==> src/rtl/store_buffer.sv <==
// Posted-write buffer: queues word-aligned stores and drains them to memory over valid/ready.
// Optional macro STORE_BUFFER_ADDR_CHECK_EN narrows the load hazard to matching words only.
module store_buffer #(
    parameter int unsigned DEPTH = 4
) (
    input  logic        clk,
    input  logic        rst,

    input  logic        st_valid,
    output logic        st_ready,
    input  logic [31:0] st_addr,
    input  logic [31:0] st_data,
    input  logic [3:0]  st_byte_enable,

    input  logic        ld_check,
    input  logic [31:0] ld_addr,
    output logic        ld_stall,

    output logic        mem_valid,
    input  logic        mem_ready,
    output logic [31:0] mem_addr,
    output logic [31:0] mem_wdata,
    output logic [3:0]  mem_byte_enable,

    output logic        empty,
    output logic [$clog2(DEPTH):0] count,
    output logic        err_be_zero
);

    localparam int unsigned PtrW = $clog2(DEPTH);
    localparam int unsigned CntW = PtrW + 1;
    localparam logic [CntW-1:0] Full = CntW'(DEPTH);

    // Entry storage carries no reset; validity is tracked by count/pointers alone.
    logic [29:0] addr_q [DEPTH];
    logic [31:0] data_q [DEPTH];
    logic [3:0]  be_q   [DEPTH];

    logic [PtrW-1:0] wr_ptr_q, wr_ptr_d;
    logic [PtrW-1:0] rd_ptr_q, rd_ptr_d;
    logic [CntW-1:0] count_q, count_d;
    logic            err_be_zero_q, err_be_zero_d;

    logic st_fire;
    logic push;
    logic pop;
    logic hazard;

    always_comb begin
        st_fire = st_valid && st_ready;
        push    = st_fire && (st_byte_enable != 4'b0000);
        pop     = mem_valid && mem_ready;
    end

    always_comb begin
        wr_ptr_d      = wr_ptr_q;
        rd_ptr_d      = rd_ptr_q;
        count_d       = count_q;
        err_be_zero_d = st_fire && (st_byte_enable == 4'b0000);

        if (push) begin
            wr_ptr_d = wr_ptr_q + PtrW'(1);
        end
        if (pop) begin
            rd_ptr_d = rd_ptr_q + PtrW'(1);
        end

        unique case ({push, pop})
            2'b10:   count_d = count_q + CntW'(1);
            2'b01:   count_d = count_q - CntW'(1);
            default: count_d = count_q;
        endcase
    end

    always_ff @(posedge clk or posedge rst) begin
        if (rst) begin
            wr_ptr_q      <= '0;
            rd_ptr_q      <= '0;
            count_q       <= '0;
            err_be_zero_q <= 1'b0;
        end else begin
            wr_ptr_q      <= wr_ptr_d;
            rd_ptr_q      <= rd_ptr_d;
            count_q       <= count_d;
            err_be_zero_q <= err_be_zero_d;
        end
    end

    always_ff @(posedge clk) begin
        if (push) begin
            addr_q[wr_ptr_q] <= st_addr[31:2];
            data_q[wr_ptr_q] <= st_data;
            be_q[wr_ptr_q]   <= st_byte_enable;
        end
    end

    // No full-bypass: readiness depends on registered count only.
    always_comb begin
        st_ready        = (count_q != Full);
        mem_valid       = (count_q != '0);
        empty           = (count_q == '0);
        count           = count_q;
        err_be_zero     = err_be_zero_q;
        mem_addr        = {addr_q[rd_ptr_q], 2'b00};
        mem_wdata       = data_q[rd_ptr_q];
        mem_byte_enable = be_q[rd_ptr_q];
    end

`ifdef STORE_BUFFER_ADDR_CHECK_EN
    logic [DEPTH-1:0] entry_live;
    logic [DEPTH-1:0] entry_match;
    logic [1:0]       unused_addr_bits;

    // An entry is live when its distance from the head is below count.
    always_comb begin
        entry_live  = '0;
        entry_match = '0;
        for (int i = 0; i < DEPTH; i++) begin
            entry_live[i]  = CntW'(PtrW'(i) - rd_ptr_q) < count_q;
            entry_match[i] = entry_live[i] && (addr_q[i] == ld_addr[31:2]);
        end
        hazard = |entry_match;
    end

    assign unused_addr_bits = st_addr[1:0] ^ ld_addr[1:0];
`else
    logic unused_addr_bits;

    // Conservative: any pending store blocks every load.
    always_comb begin
        hazard = (count_q != '0);
    end

    assign unused_addr_bits = ^{st_addr[1:0], ld_addr};
`endif

    always_comb begin
        ld_stall = ld_check && hazard;
    end

endmodule

==> config.mk <==
export PLATFORM = sky130hd
export DESIGN_NAME = store_buffer
export DESIGN_NICKNAME = d
export VERILOG_FILES = /design/src/rtl/store_buffer.sv
export SDC_FILE = /design/constraint.sdc
export NUM_CORES = 1
export LEC_CHECK = 0
export ABC_AREA = 1
export CORE_MARGIN = 2
export CORE_UTILIZATION = 40
export CTS_CLUSTER_DIAMETER = 200
export DETAILED_ROUTE_END_ITERATION = 8
export SLEW_MARGIN = 5
export SYNTH_ARGS = -nofsm -noshare
export SYNTH_HDL_FRONTEND = slang
export SYNTH_SLANG_ARGS = --single-unit
==> constraint.sdc <==
create_clock -name clk -period 5.9 [get_ports clk]
set_clock_uncertainty 0.1 [all_clocks]
set_input_delay 0.59 -clock clk [delete_from_list [all_inputs] [get_ports clk]]
set_output_delay 0.59 -clock clk [all_outputs]
set_load 0.005 [all_outputs]
==> run_summary.xml, run 1 <==
<?xml version="1.0" encoding="UTF-8"?>
<metrics>
  <group name="logic_synthesis">
    <metric name="synth.largest_area_cell" unit="">sky130_fd_sc_hd__edfxtp_1</metric>
    <metric name="synth_seq_cells" unit="">272</metric>
    <metric name="synth.distinct_cells" unit="">24</metric>
    <metric name="syn_avg_cell_area" unit="um2">14.7</metric>
    <metric name="synth-async-reset-ratio" unit="%">2.94</metric>
    <metric name="yosys_warnings" unit="">0</metric>
    <metric name="synth_most_common_cell" unit="">sky130_fd_sc_hd__edfxtp_1</metric>
    <metric name="synth-edff-count" unit="">264</metric>
    <metric name="synthTopCellsByCount" unit="">sky130_fd_sc_hd__edfxtp_1, sky130_fd_sc_hd__nor2_1, sky130_fd_sc_hd__o21ai_0</metric>
    <metric name="synth.top_cells.by_area" unit="">sky130_fd_sc_hd__edfxtp_1, sky130_fd_sc_hd__o21ai_0, sky130_fd_sc_hd__nor2_1</metric>
    <metric name="ys.flop_type" unit="">sky130_fd_sc_hd__edfxtp_1</metric>
    <metric name="synthCells" unit="">705</metric>
    <metric name="synthesis.area" unit="um2">10300</metric>
    <metric name="synth_top_area_share" unit="%">76.7</metric>
    <metric name="seq_area_frac_synth" unit="%">78.6</metric>
  </group>
  <group name="setup_path">
    <metric name="critical_path.endpoint_type" unit="">output port</metric>
    <metric name="worst_setup_path_start_kind" unit="">flip-flop</metric>
    <metric name="worst_setup_path_type" unit="">flip-flop to output port</metric>
    <metric name="critical_path.n_buffers_inverters" unit="">2</metric>
    <metric name="slowest_library_cell_on_the_worst_path" unit="">sky130_fd_sc_hd__dfrtp_4</metric>
    <metric name="cp_data_required_time" unit="ns">5.21</metric>
    <metric name="rrSetupSlack" unit="ns">3.13</metric>
    <metric name="worst_path_dominant_cell_family" unit="">buffers and inverters</metric>
    <metric name="timing.critical_path.fanout_max" unit="">68</metric>
    <metric name="critPathMaxStageDelay" unit="ns">0.90</metric>
    <metric name="crit_arrival" unit="ns">3.24</metric>
    <metric name="timing.critical_path.cells" unit="">buf_4 &gt; o21ai_0 &gt; o22ai_1 &gt; clkdlybuf4s50_1</metric>
  </group>
  <group name="sta">
    <metric name="worst_slack" unit="ns">1.97</metric>
    <metric name="hold_viol_final" unit="">0</metric>
    <metric name="worst_slew_pin_slew" unit="ns">0.974</metric>
    <metric name="max-slew-margin-rel" unit="%">35.0</metric>
    <metric name="timing.hold.ws" unit="ns">0.210</metric>
    <metric name="rsz_0062_raised_after_global_routing" unit="">false</metric>
    <metric name="finalSetupViolCount" unit="">0</metric>
    <metric name="final_cycle_share" unit="%">66.6</metric>
    <metric name="summed_negative_setup_slack_over_all_endpoints" unit="ns">0</metric>
    <metric name="fmax" unit="MHz">255</metric>
    <metric name="timing.final.max_slew_violations" unit="">0</metric>
    <metric name="final.min_clock_period" unit="ns">3.93</metric>
  </group>
  <group name="layout">
    <metric name="finish.utilization" unit="%">51.0</metric>
    <metric name="diodes" unit="">0</metric>
    <metric name="layout.filler_cells" unit="">2160</metric>
    <metric name="post_route_cells_drive_above_1_share" unit="%">6.70</metric>
    <metric name="regArea" unit="um2">8130</metric>
    <metric name="final_cell_area" unit="um2">12900</metric>
    <metric name="multi_input_comb_area" unit="um2">1850</metric>
    <metric name="stdcell_count" unit="">1196</metric>
    <metric name="layout-area-overhead-vs-synth" unit="%">24.5</metric>
    <metric name="finish.net_count" unit="">956</metric>
  </group>
  <group name="placed_design">
    <metric name="hpwl" unit="mm">11.2</metric>
    <metric name="dpl.cell_count" unit="">1145</metric>
    <metric name="placedInstanceArea" unit="um2">12000</metric>
    <metric name="gp_congestion" unit="">0.722</metric>
    <metric name="place_ws" unit="ns">2.28</metric>
    <metric name="io_buffers" unit="">144</metric>
  </group>
  <group name="clocking">
    <metric name="number_of_buffers_added_to_fix_hold_violations_after_cts" unit="">0</metric>
    <metric name="post_cts_buffers" unit="">0</metric>
    <metric name="cts_tree" unit="">done</metric>
    <metric name="clock_insertion_delay_worst_skew" unit="ns">0.53</metric>
    <metric name="clk_pin_slew" unit="ns">0.06</metric>
    <metric name="cts-buffers-inserted" unit="">28</metric>
    <metric name="cts-root-to-sink-buffers" unit="">3</metric>
    <metric name="clock_tree.root_cell" unit="">sky130_fd_sc_hd__clkbuf_16</metric>
    <metric name="cts_num_sinks" unit="">272</metric>
    <metric name="post_cts_resize_count" unit="">0</metric>
    <metric name="clock_tree.htree_level_count" unit="">1</metric>
  </group>
  <group name="drt">
    <metric name="drt_pre_antenna_iters" unit="">4</metric>
    <metric name="finalWirelength" unit="mm">21.7</metric>
    <metric name="detailroute.via_count" unit="">6114</metric>
    <metric name="vias_per_cell" unit="">5.11</metric>
    <metric name="route.detailed.drc" unit="">0</metric>
    <metric name="drt-initial-drc-count" unit="">368</metric>
    <metric name="wl_per_cell" unit="um">18.2</metric>
    <metric name="final_antenna_net_count" unit="">0</metric>
  </group>
  <group name="power_and_ir_drop">
    <metric name="irDropWorstVdd" unit="mV">0.299</metric>
    <metric name="power.total" unit="mW">6.54</metric>
    <metric name="power.density_cell_area" unit="nW/um2">508</metric>
    <metric name="p_leak" unit="nW">4.24</metric>
  </group>
  <group name="run">
    <metric name="max_cap_violations" unit="">0</metric>
  </group>
  <group name="grt">
    <metric name="first_global_vias" unit="">5923</metric>
    <metric name="grt_pass1_wl" unit="mm">32.6</metric>
    <metric name="grt_start_max_net_pins" unit="">134</metric>
    <metric name="grt_usage" unit="%">15.8</metric>
    <metric name="grt-ovfl-total" unit="">0</metric>
    <metric name="grt_antenna_before_repair" unit="">1</metric>
  </group>
  <group name="die">
    <metric name="chipHeight" unit="um">165</metric>
    <metric name="rows" unit="">58</metric>
    <metric name="core_footprint" unit="um2">25300</metric>
    <metric name="die-area" unit="um2">27100</metric>
    <metric name="start_util" unit="%">40.9</metric>
    <metric name="io_pins" unit="">181</metric>
    <metric name="chipWidth" unit="um">165</metric>
  </group>
  <group name="outcome">
    <metric name="run_status" unit="">finished, final reports clean</metric>
  </group>
  <group name="hold_path">
    <metric name="worst_hold_path_type" unit="">primary input to asynchronous set/reset pin</metric>
  </group>
</metrics>
layer usage:
layer,vias up,GRT usage (%),wire length [um]
met5,-,0,12
met4,2,4.31,444
met3,34,3.16,1220
met2,157,26.5,10500
met1,3013,21.3,9550
li1,2908,-,-
cells in the final DEF (no fill, tap or decap):
master	instances
sky130_fd_sc_hd__buf_12	1
sky130_fd_sc_hd__buf_4	9
sky130_fd_sc_hd__bufinv_16	2
sky130_fd_sc_hd__clkbuf_1	8
sky130_fd_sc_hd__clkbuf_16	29
sky130_fd_sc_hd__clkdlybuf4s50_1	144
sky130_fd_sc_hd__clkinv_1	4
sky130_fd_sc_hd__clkinv_2	6
sky130_fd_sc_hd__clkinv_4	1
sky130_fd_sc_hd__clkinvlp_4	1
sky130_fd_sc_hd__conb_1	2
sky130_fd_sc_hd__dfrtp_1	6
sky130_fd_sc_hd__dfrtp_2	1
sky130_fd_sc_hd__dfrtp_4	1
sky130_fd_sc_hd__edfxtp_1	264
sky130_fd_sc_hd__fa_1	1
sky130_fd_sc_hd__ha_1	5
sky130_fd_sc_hd__inv_1	15
sky130_fd_sc_hd__inv_2	1
sky130_fd_sc_hd__inv_6	1
sky130_fd_sc_hd__nand2_1	14
sky130_fd_sc_hd__nand3_1	2
sky130_fd_sc_hd__nand4_1	3
sky130_fd_sc_hd__nor2_1	137
sky130_fd_sc_hd__nor2_4	4
sky130_fd_sc_hd__o21ai_0	122
sky130_fd_sc_hd__o21ai_1	12
sky130_fd_sc_hd__o22ai_1	66
sky130_fd_sc_hd__or2_2	1
sky130_fd_sc_hd__xnor2_1	2
sky130_fd_sc_hd__xor2_1	1
cells by family after synthesis:
logic type / synth area share (%)
compound gates: 10.5
xor+xnor: 0.254
fa+ha+maj: 0.799
buf+inv: 3.81
flops: 78.6
other cells: 0.0363
simple gates: 5.97
where the power goes:
| part | switching, mW | internal, mW | leakage, nW |
|---|---|---|---|
| clock | 0.682 | 0.984 | 0.429 |
| combinational | 1.21 | 1.00 | 1.30 |
| sequential | 0.149 | 2.52 | 2.51 |
cell type report:
type	instances	share of cell area, %
clock buffers	37	5.87
well taps	330	3.21
clock inverters	14	0.943
multi-input cells	372	14.4
inverters	17	0.535
repair buffers	154	11.9
flip-flops and latches	272	63.2
sequential cells by signal, indices dropped and copies added (netlist names):
| register | count |
|---|---|
| data_q | 128 |
| addr_q | 120 |
| be_q | 16 |
| count | 3 |
| rd_ptr_q | 2 |
| wr_ptr_q | 2 |
| err_be_zero | 1 |
path summary, 6_finish.rpt:
check / start / end / cells past startpoint
max: rd_ptr_q[0]$_DFFE_PP0P_ / mem_wdata[11] / 4
min: rst / count[0]$_DFFE_PP0P_ / 2
max reg2reg: count[0]$_DFFE_PP0P_ / addr_q[0][8]$_DFFE_PP_ / 5
min reg2reg: count[0]$_DFFE_PP0P_ / count[0]$_DFFE_PP0P_ / 1
max in group asynchronous: rst / rd_ptr_q[0]$_DFFE_PP0P_ / 2
min in group clk: count[0]$_DFFE_PP0P_ / count[0]$_DFFE_PP0P_ / 1
Note: power is estimated with default switching activity, not from simulation.
==> run 2, diff against run 1 <==
==> constraint.sdc (replaced) <==
create_clock -name clk -period 3.8 [get_ports clk]
set_clock_uncertainty 0.1 [all_clocks]
set_input_delay 0.38 -clock clk [delete_from_list [all_inputs] [get_ports clk]]
set_output_delay 0.38 -clock clk [all_outputs]
set_load 0.005 [all_outputs]
==> run 2 against run 1 <==
  * Critical path depth rose by 1
  * Die area unchanged
  * Sequential share of layout area decreased by 0.46 points
  * Sequential power is 51% higher
  * Worst hold slack worse by 0.20 ns
  * Utilization increased by 0.38 points
  * Non-clock buffer count rose by 3
  * Worst setup slack worse by 1.4 ns
  * Register-to-register slack worse by 1.9 ns
  * Flip-flop and latch count did not move
  * Final cell count up 0.33%
  * Largest power group unchanged
  * Highest routed layer unchanged
==> run_summary.xml, run 2 (synthesis results as in run 1) <==
<?xml version="1.0" encoding="UTF-8"?>
<metrics>
  <group name="outcome">
    <metric name="run_status" unit="">finished, final reports clean</metric>
  </group>
  <group name="drt">
    <metric name="vias_per_cell" unit="">5.07</metric>
    <metric name="drt_pre_antenna_iters" unit="">4</metric>
    <metric name="detailroute.via_count" unit="">6086</metric>
    <metric name="final_antenna_net_count" unit="">0</metric>
    <metric name="route.detailed.drc" unit="">0</metric>
    <metric name="finalWirelength" unit="mm">21.4</metric>
    <metric name="drt-initial-drc-count" unit="">329</metric>
    <metric name="wl_per_cell" unit="um">17.9</metric>
  </group>
  <group name="layout">
    <metric name="layout.filler_cells" unit="">2156</metric>
    <metric name="register_ranked_first_by_flip_flop_count" unit="">data_q</metric>
    <metric name="flip_flop_count_of_the_largest_register_after_layout" unit="">128</metric>
    <metric name="diodes" unit="">0</metric>
    <metric name="finish.net_count" unit="">959</metric>
    <metric name="final_common_cell" unit="">sky130_fd_sc_hd__edfxtp_1</metric>
    <metric name="layout.cells.most_common_list" unit="">sky130_fd_sc_hd__edfxtp_1, sky130_fd_sc_hd__clkdlybuf4s50_1, sky130_fd_sc_hd__nor2_1</metric>
    <metric name="finish.utilization" unit="%">51.3</metric>
    <metric name="reg.largest.list" unit="">data_q (128), addr_q (120), be_q (16)</metric>
    <metric name="layout-area-overhead-vs-synth" unit="%">25.4</metric>
    <metric name="post_route_cells_drive_above_1_share" unit="%">7.36</metric>
  </group>
  <group name="power_and_ir_drop">
    <metric name="comb_power_share" unit="%">34.5</metric>
    <metric name="swShare" unit="%">30.7</metric>
    <metric name="clock_power_share" unit="%">26.5</metric>
    <metric name="power.sequential.fraction" unit="%">39.1</metric>
    <metric name="power.total" unit="mW">10.3</metric>
    <metric name="p_switching" unit="mW">3.18</metric>
    <metric name="p_leak" unit="nW">4.29</metric>
    <metric name="irDropWorstVdd" unit="mV">0.662</metric>
    <metric name="internal-power" unit="mW">7.17</metric>
    <metric name="power.density_cell_area" unit="nW/um2">798</metric>
  </group>
  <group name="setup_path">
    <metric name="critical_path.n_buffers_inverters" unit="">3</metric>
    <metric name="worst_r2r_startpoint" unit="">count[0]$_DFFE_PP0P_</metric>
    <metric name="r2r-end" unit="">count[2]$_DFFE_PP0P_</metric>
    <metric name="critPathMaxStageDelay" unit="ns">0.55</metric>
    <metric name="cp_data_required_time" unit="ns">3.32</metric>
    <metric name="timing.critical_path.fanout_max" unit="">106</metric>
    <metric name="critical_path.endpoint_type" unit="">output port</metric>
    <metric name="timing.critical_path.cells" unit="">inv_6 &gt; buf_4 &gt; nor2_1 &gt; o22ai_1 &gt; clkdlybuf4s50_1</metric>
    <metric name="timing.reg2reg.worst_path_depth" unit="">10</metric>
    <metric name="worst_path_dominant_cell_family" unit="">buffers and inverters</metric>
    <metric name="slowest_library_cell_on_the_worst_path" unit="">sky130_fd_sc_hd__inv_6</metric>
    <metric name="worst_setup_path_type" unit="">flip-flop to output port</metric>
    <metric name="worst_setup_path_start_kind" unit="">flip-flop</metric>
    <metric name="rrSetupSlack" unit="ns">1.21</metric>
    <metric name="crit_arrival" unit="ns">2.76</metric>
  </group>
  <group name="grt">
    <metric name="top_usage_layer_grt" unit="">met2</metric>
    <metric name="first_global_vias" unit="">6106</metric>
    <metric name="grt_use_met3" unit="%">2.79</metric>
    <metric name="groute.layer.met2.usage" unit="%">26.4</metric>
    <metric name="grt_start_max_net_pins" unit="">134</metric>
    <metric name="grt_usage" unit="%">15.8</metric>
    <metric name="grt_antenna_before_repair" unit="">1</metric>
    <metric name="grt.met1_usage" unit="%">21.3</metric>
    <metric name="grt-ovfl-total" unit="">0</metric>
    <metric name="grt_pass1_wl" unit="mm">33.0</metric>
  </group>
  <group name="die">
    <metric name="chipHeight" unit="um">165</metric>
    <metric name="start_util" unit="%">40.9</metric>
    <metric name="die-area" unit="um2">27100</metric>
    <metric name="io_pins" unit="">181</metric>
    <metric name="rows" unit="">58</metric>
    <metric name="core_footprint" unit="um2">25300</metric>
    <metric name="chipWidth" unit="um">165</metric>
  </group>
  <group name="clocking">
    <metric name="clock_tree.root_cell" unit="">sky130_fd_sc_hd__clkbuf_16</metric>
    <metric name="post_cts_buffers" unit="">0</metric>
    <metric name="clk_pin_slew" unit="ns">0.06</metric>
    <metric name="number_of_buffers_added_to_fix_hold_violations_after_cts" unit="">0</metric>
    <metric name="cts_num_sinks" unit="">272</metric>
    <metric name="post_cts_resize_count" unit="">0</metric>
    <metric name="clock_insertion_delay_worst_skew" unit="ns">0.52</metric>
    <metric name="cts-root-to-sink-buffers" unit="">3</metric>
    <metric name="clock_tree.htree_level_count" unit="">1</metric>
    <metric name="cts-buffers-inserted" unit="">28</metric>
    <metric name="cts_tree" unit="">done</metric>
  </group>
  <group name="sta">
    <metric name="worst_slew_pin_slew" unit="ns">0.811</metric>
    <metric name="max-slew-margin-rel" unit="%">45.9</metric>
    <metric name="summed_negative_setup_slack_over_all_endpoints" unit="ns">0</metric>
    <metric name="final.min_clock_period" unit="ns">3.24</metric>
    <metric name="rsz_0062_raised_after_global_routing" unit="">false</metric>
    <metric name="timing.hold.ws" unit="ns">0.0109</metric>
    <metric name="fmax" unit="MHz">309</metric>
    <metric name="final_cycle_share" unit="%">85.2</metric>
    <metric name="timing.final.max_slew_violations" unit="">0</metric>
    <metric name="worst_slack" unit="ns">0.561</metric>
    <metric name="hold_viol_final" unit="">0</metric>
    <metric name="finalSetupViolCount" unit="">0</metric>
  </group>
  <group name="hold_path">
    <metric name="worst_hold_path_type" unit="">primary input to asynchronous set/reset pin</metric>
  </group>
  <group name="placed_design">
    <metric name="hpwl" unit="mm">11.3</metric>
    <metric name="place_ws" unit="ns">0.757</metric>
    <metric name="io_buffers" unit="">144</metric>
    <metric name="gp_congestion" unit="">0.686</metric>
  </group>
  <group name="run">
    <metric name="max_cap_violations" unit="">0</metric>
  </group>
</metrics>
==> run 2: area by class of cell <==
class / instances / area, um2 / share of cell area (%)
repair buffers: 157 / 1560 / 12.1
clock buffers: 35 / 748 / 5.77
flip-flops and latches: 272 / 8130 / 62.7
multi-input cells: 372 / 1850 / 14.2
clock inverters: 17 / 189 / 1.46
inverters: 17 / 68.8 / 0.531
well taps: 330 / 413 / 3.19
==> run 2: how the worst max path moves through the flow <==
stage	startpoint	cells past startpoint	endpoint	slack, ns
global route	rd_ptr_q[0]$_DFFE_PP0P_	5	mem_wdata[31]	0.38
CTS	rd_ptr_q[0]$_DFFE_PP0P_	5	mem_wdata[22]	0.52
floorplan	count[0]$_DFFE_PP0P_	4	addr_q[0][0]$_DFFE_PP_	-0.39
detailed placement	st_byte_enable[1]	10	count[2]$_DFFE_PP0P_	0.76
finish	rd_ptr_q[0]$_DFFE_PP0P_	5	mem_addr[27]	0.56
global placement	st_byte_enable[1]	10	count[2]$_DFFE_PP0P_	0.82
==> run 2: power groups by stage <==
stage               Clock, mW  Combinational [mW]  Sequential, mW
floorplan                   0                1.90            4.13
global placement            0                3.60            4.09
detailed placement          0                3.63            4.10
CTS                      2.80                3.65            4.04
global route             2.94                3.97            4.08
finish                   2.74                3.56            4.04
==> run 2: through the flow <==
stage / cell area, um2 / cells
5_1_grt: 13000 / 1200
3_5_place_dp: 12000 / 1148
3_3_place_gp: 12000 / 1148
6_report: 13000 / 1200
4_1_cts: 13000 / 1200
2_1_floorplan: 10300 / 706
==> run 2: per-layer routing <==
| metal | share of wire (%) | vias up |
|---|---|---|
| met4 | 1.9 | 2 |
| met2 | 48 | 176 |
| met5 | 0.061 | - |
| met1 | 44 | 2974 |
| met3 | 5.5 | 27 |
| li1 | - | 2907 |
==> run 3, diff against run 2 <==
--- a/config.mk
+++ b/config.mk
@@ -6,7 +6,7 @@
 export NUM_CORES = 1
 export LEC_CHECK = 0
 export ABC_AREA = 1
-export CORE_MARGIN = 2
+export CORE_MARGIN = 5
 export CORE_UTILIZATION = 40
 export CTS_CLUSTER_DIAMETER = 200
 export DETAILED_ROUTE_END_ITERATION = 8
==> run 3 against run 2 <==
  * Critical path type unchanged
  * Combinational power is 2% higher
  * Largest cell class unchanged
  * Fmax rose by 4.8%
  * Final cell count is 0.33% higher
  * Die area increased by 7.4%
==> run_summary.xml, run 3 (synthesis results as in run 1) <==
<?xml version="1.0" encoding="UTF-8"?>
<metrics>
  <group name="setup_path">
    <metric name="cp_num_cells" unit="">5</metric>
    <metric name="timing.reg2reg.worst_path_depth" unit="">9</metric>
    <metric name="crit_arrival" unit="ns">2.61</metric>
    <metric name="worst_setup_path_start_kind" unit="">flip-flop</metric>
    <metric name="worst_path_dominant_cell_family" unit="">buffers and inverters</metric>
    <metric name="timing.critical_path.cells" unit="">inv_6 &gt; buf_12 &gt; o21ai_0 &gt; o22ai_1 &gt; clkdlybuf4s50_1</metric>
    <metric name="cp_data_required_time" unit="ns">3.32</metric>
    <metric name="critical_path.endpoint_type" unit="">output port</metric>
    <metric name="critical_path.n_buffers_inverters" unit="">3</metric>
    <metric name="critPathMaxStageDelay" unit="ns">0.56</metric>
    <metric name="worst_setup_path_type" unit="">flip-flop to output port</metric>
    <metric name="timing.critical_path.fanout_max" unit="">63</metric>
    <metric name="slowest_library_cell_on_the_worst_path" unit="">sky130_fd_sc_hd__clkdlybuf4s50_1</metric>
  </group>
  <group name="sta">
    <metric name="final_cycle_share" unit="%">81.3</metric>
    <metric name="hold_viol_final" unit="">0</metric>
    <metric name="worst_slew_pin_slew" unit="ns">0.654</metric>
    <metric name="rsz_0062_raised_after_global_routing" unit="">false</metric>
    <metric name="fmax" unit="MHz">324</metric>
    <metric name="timing.hold.ws" unit="ns">0.382</metric>
    <metric name="finalSetupViolCount" unit="">0</metric>
    <metric name="max-slew-margin-rel" unit="%">56.4</metric>
    <metric name="timing.final.max_slew_violations" unit="">0</metric>
    <metric name="final.min_clock_period" unit="ns">3.09</metric>
  </group>
  <group name="drt">
    <metric name="detailroute.via_count" unit="">5999</metric>
    <metric name="drt_pre_antenna_iters" unit="">4</metric>
    <metric name="vias_per_cell" unit="">4.98</metric>
    <metric name="route.detailed.drc" unit="">0</metric>
    <metric name="drt-initial-drc-count" unit="">373</metric>
    <metric name="finalWirelength" unit="mm">21.7</metric>
    <metric name="wl_per_cell" unit="um">18.0</metric>
    <metric name="final_antenna_net_count" unit="">0</metric>
  </group>
  <group name="die">
    <metric name="core_footprint" unit="um2">25300</metric>
    <metric name="die-area" unit="um2">29200</metric>
    <metric name="io_pins" unit="">181</metric>
    <metric name="chipHeight" unit="um">171</metric>
    <metric name="chipWidth" unit="um">171</metric>
    <metric name="rows" unit="">58</metric>
    <metric name="start_util" unit="%">40.8</metric>
  </group>
  <group name="clocking">
    <metric name="post_cts_resize_count" unit="">0</metric>
    <metric name="clk_pin_slew" unit="ns">0.06</metric>
    <metric name="clock_tree.htree_level_count" unit="">1</metric>
    <metric name="cts-buffers-inserted" unit="">28</metric>
    <metric name="clock_insertion_delay_worst_skew" unit="ns">0.53</metric>
    <metric name="cts_num_sinks" unit="">272</metric>
    <metric name="clock_tree.root_cell" unit="">sky130_fd_sc_hd__clkbuf_16</metric>
    <metric name="cts-root-to-sink-buffers" unit="">3</metric>
    <metric name="cts_tree" unit="">done</metric>
  </group>
  <group name="layout">
    <metric name="layout-area-overhead-vs-synth" unit="%">25.7</metric>
    <metric name="layout.cells.most_common_list" unit="">sky130_fd_sc_hd__edfxtp_1, sky130_fd_sc_hd__clkdlybuf4s50_1, sky130_fd_sc_hd__nor2_1</metric>
    <metric name="final_common_cell" unit="">sky130_fd_sc_hd__edfxtp_1</metric>
    <metric name="flip_flop_count_of_the_largest_register_after_layout" unit="">128</metric>
    <metric name="diodes" unit="">0</metric>
    <metric name="finish.utilization" unit="%">51.3</metric>
    <metric name="post_route_cells_drive_above_1_share" unit="%">7.44</metric>
    <metric name="reg.largest.list" unit="">data_q (128), addr_q (120), be_q (16)</metric>
    <metric name="finish.net_count" unit="">964</metric>
    <metric name="register_ranked_first_by_flip_flop_count" unit="">data_q</metric>
  </group>
  <group name="grt">
    <metric name="grt-ovfl-total" unit="">0</metric>
    <metric name="grt_pass1_wl" unit="mm">33.8</metric>
    <metric name="grt_antenna_before_repair" unit="">0</metric>
    <metric name="grt_start_max_net_pins" unit="">134</metric>
    <metric name="grt_usage" unit="%">14.8</metric>
    <metric name="first_global_vias" unit="">6063</metric>
  </group>
  <group name="placed_design">
    <metric name="io_buffers" unit="">144</metric>
    <metric name="hpwl" unit="mm">12.1</metric>
    <metric name="gp_congestion" unit="">0.683</metric>
  </group>
  <group name="run">
    <metric name="max_cap_violations" unit="">0</metric>
  </group>
  <group name="outcome">
    <metric name="run_status" unit="">finished, final reports clean</metric>
  </group>
  <group name="power_and_ir_drop">
    <metric name="irDropWorstVdd" unit="mV">0.529</metric>
    <metric name="p_leak" unit="nW">4.31</metric>
    <metric name="power.density_cell_area" unit="nW/um2">793</metric>
  </group>
  <group name="hold_path">
    <metric name="worst_hold_path_type" unit="">primary input to flip-flop</metric>
    <metric name="min_path_cells" unit="">1</metric>
  </group>
</metrics>
==> run 3: cell types whose count changed in the layout (fill, tap and decap cells not counted), sizes merged <==
cell / before / now
dlygate4sd3: 0 / 1
clkinv: 10 / 12
buf: 13 / 17
clkinvlp: 2 / 1
inv: 18 / 17
bufinv: 4 / 3
==> run 3: area by class of cell <==
class	instances	area (um2)
Clock buffer	35	748
Clock inverter	16	150
Fill cell	2147	12300
Inverter	17	68.8
Multi-Input combinational cell	372	1850
Sequential cell	272	8130
Tap cell	330	413
Timing Repair Buffer	162	1630
==> run 3: repair_timing <==
item	in CTS	in global routing
buffers inserted	0	0
endpoints found under the hold margin	8	0
hold buffers	1	0
==> run 3: worst reg2reg max path, delay by kind of cell (launching register included) <==
family        cells  cell delay, ns
simple gates      6            1.26
buf+inv           1            0.07
flops             1            0.42
fa+ha+maj         2            0.61
==> run 3: path summary, 6_finish.rpt <==
kind | slack (ns) | end | start
hold / removal | 0.38 | addr_q[1][14]$_DFFE_PP_ | st_addr[16]
min in group asynchronous | 0.55 | count[0]$_DFFE_PP0P_ | rst
hold reg to reg | 0.43 | count[2]$_DFFE_PP0P_ | count[2]$_DFFE_PP0P_
max in group asynchronous | 2.78 | rd_ptr_q[0]$_DFFE_PP0P_ | rst
setup reg to reg | 1.25 | count[2]$_DFFE_PP0P_ | count[0]$_DFFE_PP0P_
setup / recovery | 0.71 | mem_addr[3] | rd_ptr_q[0]$_DFFE_PP0P_
==> run 3: metrics by stage <==
step	setup TNS, ns	setup WS (ns)	cells	instance area [um2]	power (mW)
floorplan	-103.63	-0.393	706	10300	6.03
global placement	0	0.856	1152	12100	7.79
detailed placement	0	0.841	1152	12100	7.81
CTS	0	0.656	1204	13000	10.5
global route	0	0.549	1204	13000	11.0
finish	0	0.709	1204	13000	10.3
==> run 3: per-layer routing <==
metal | routed length (um) | global-route usage (%)
met5 | 0 | 0
met1 | 9550 | 19.6
met3 | 1050 | 2.84
met4 | 489 | 3.89
met2 | 10600 | 25.4
==> run 3: power by group <==
group,internal [mW],switching (mW),leakage (nW)
logic,1.64,1.98,1.36
registers,3.91,0.130,2.51
clock network,1.59,1.05,0.440
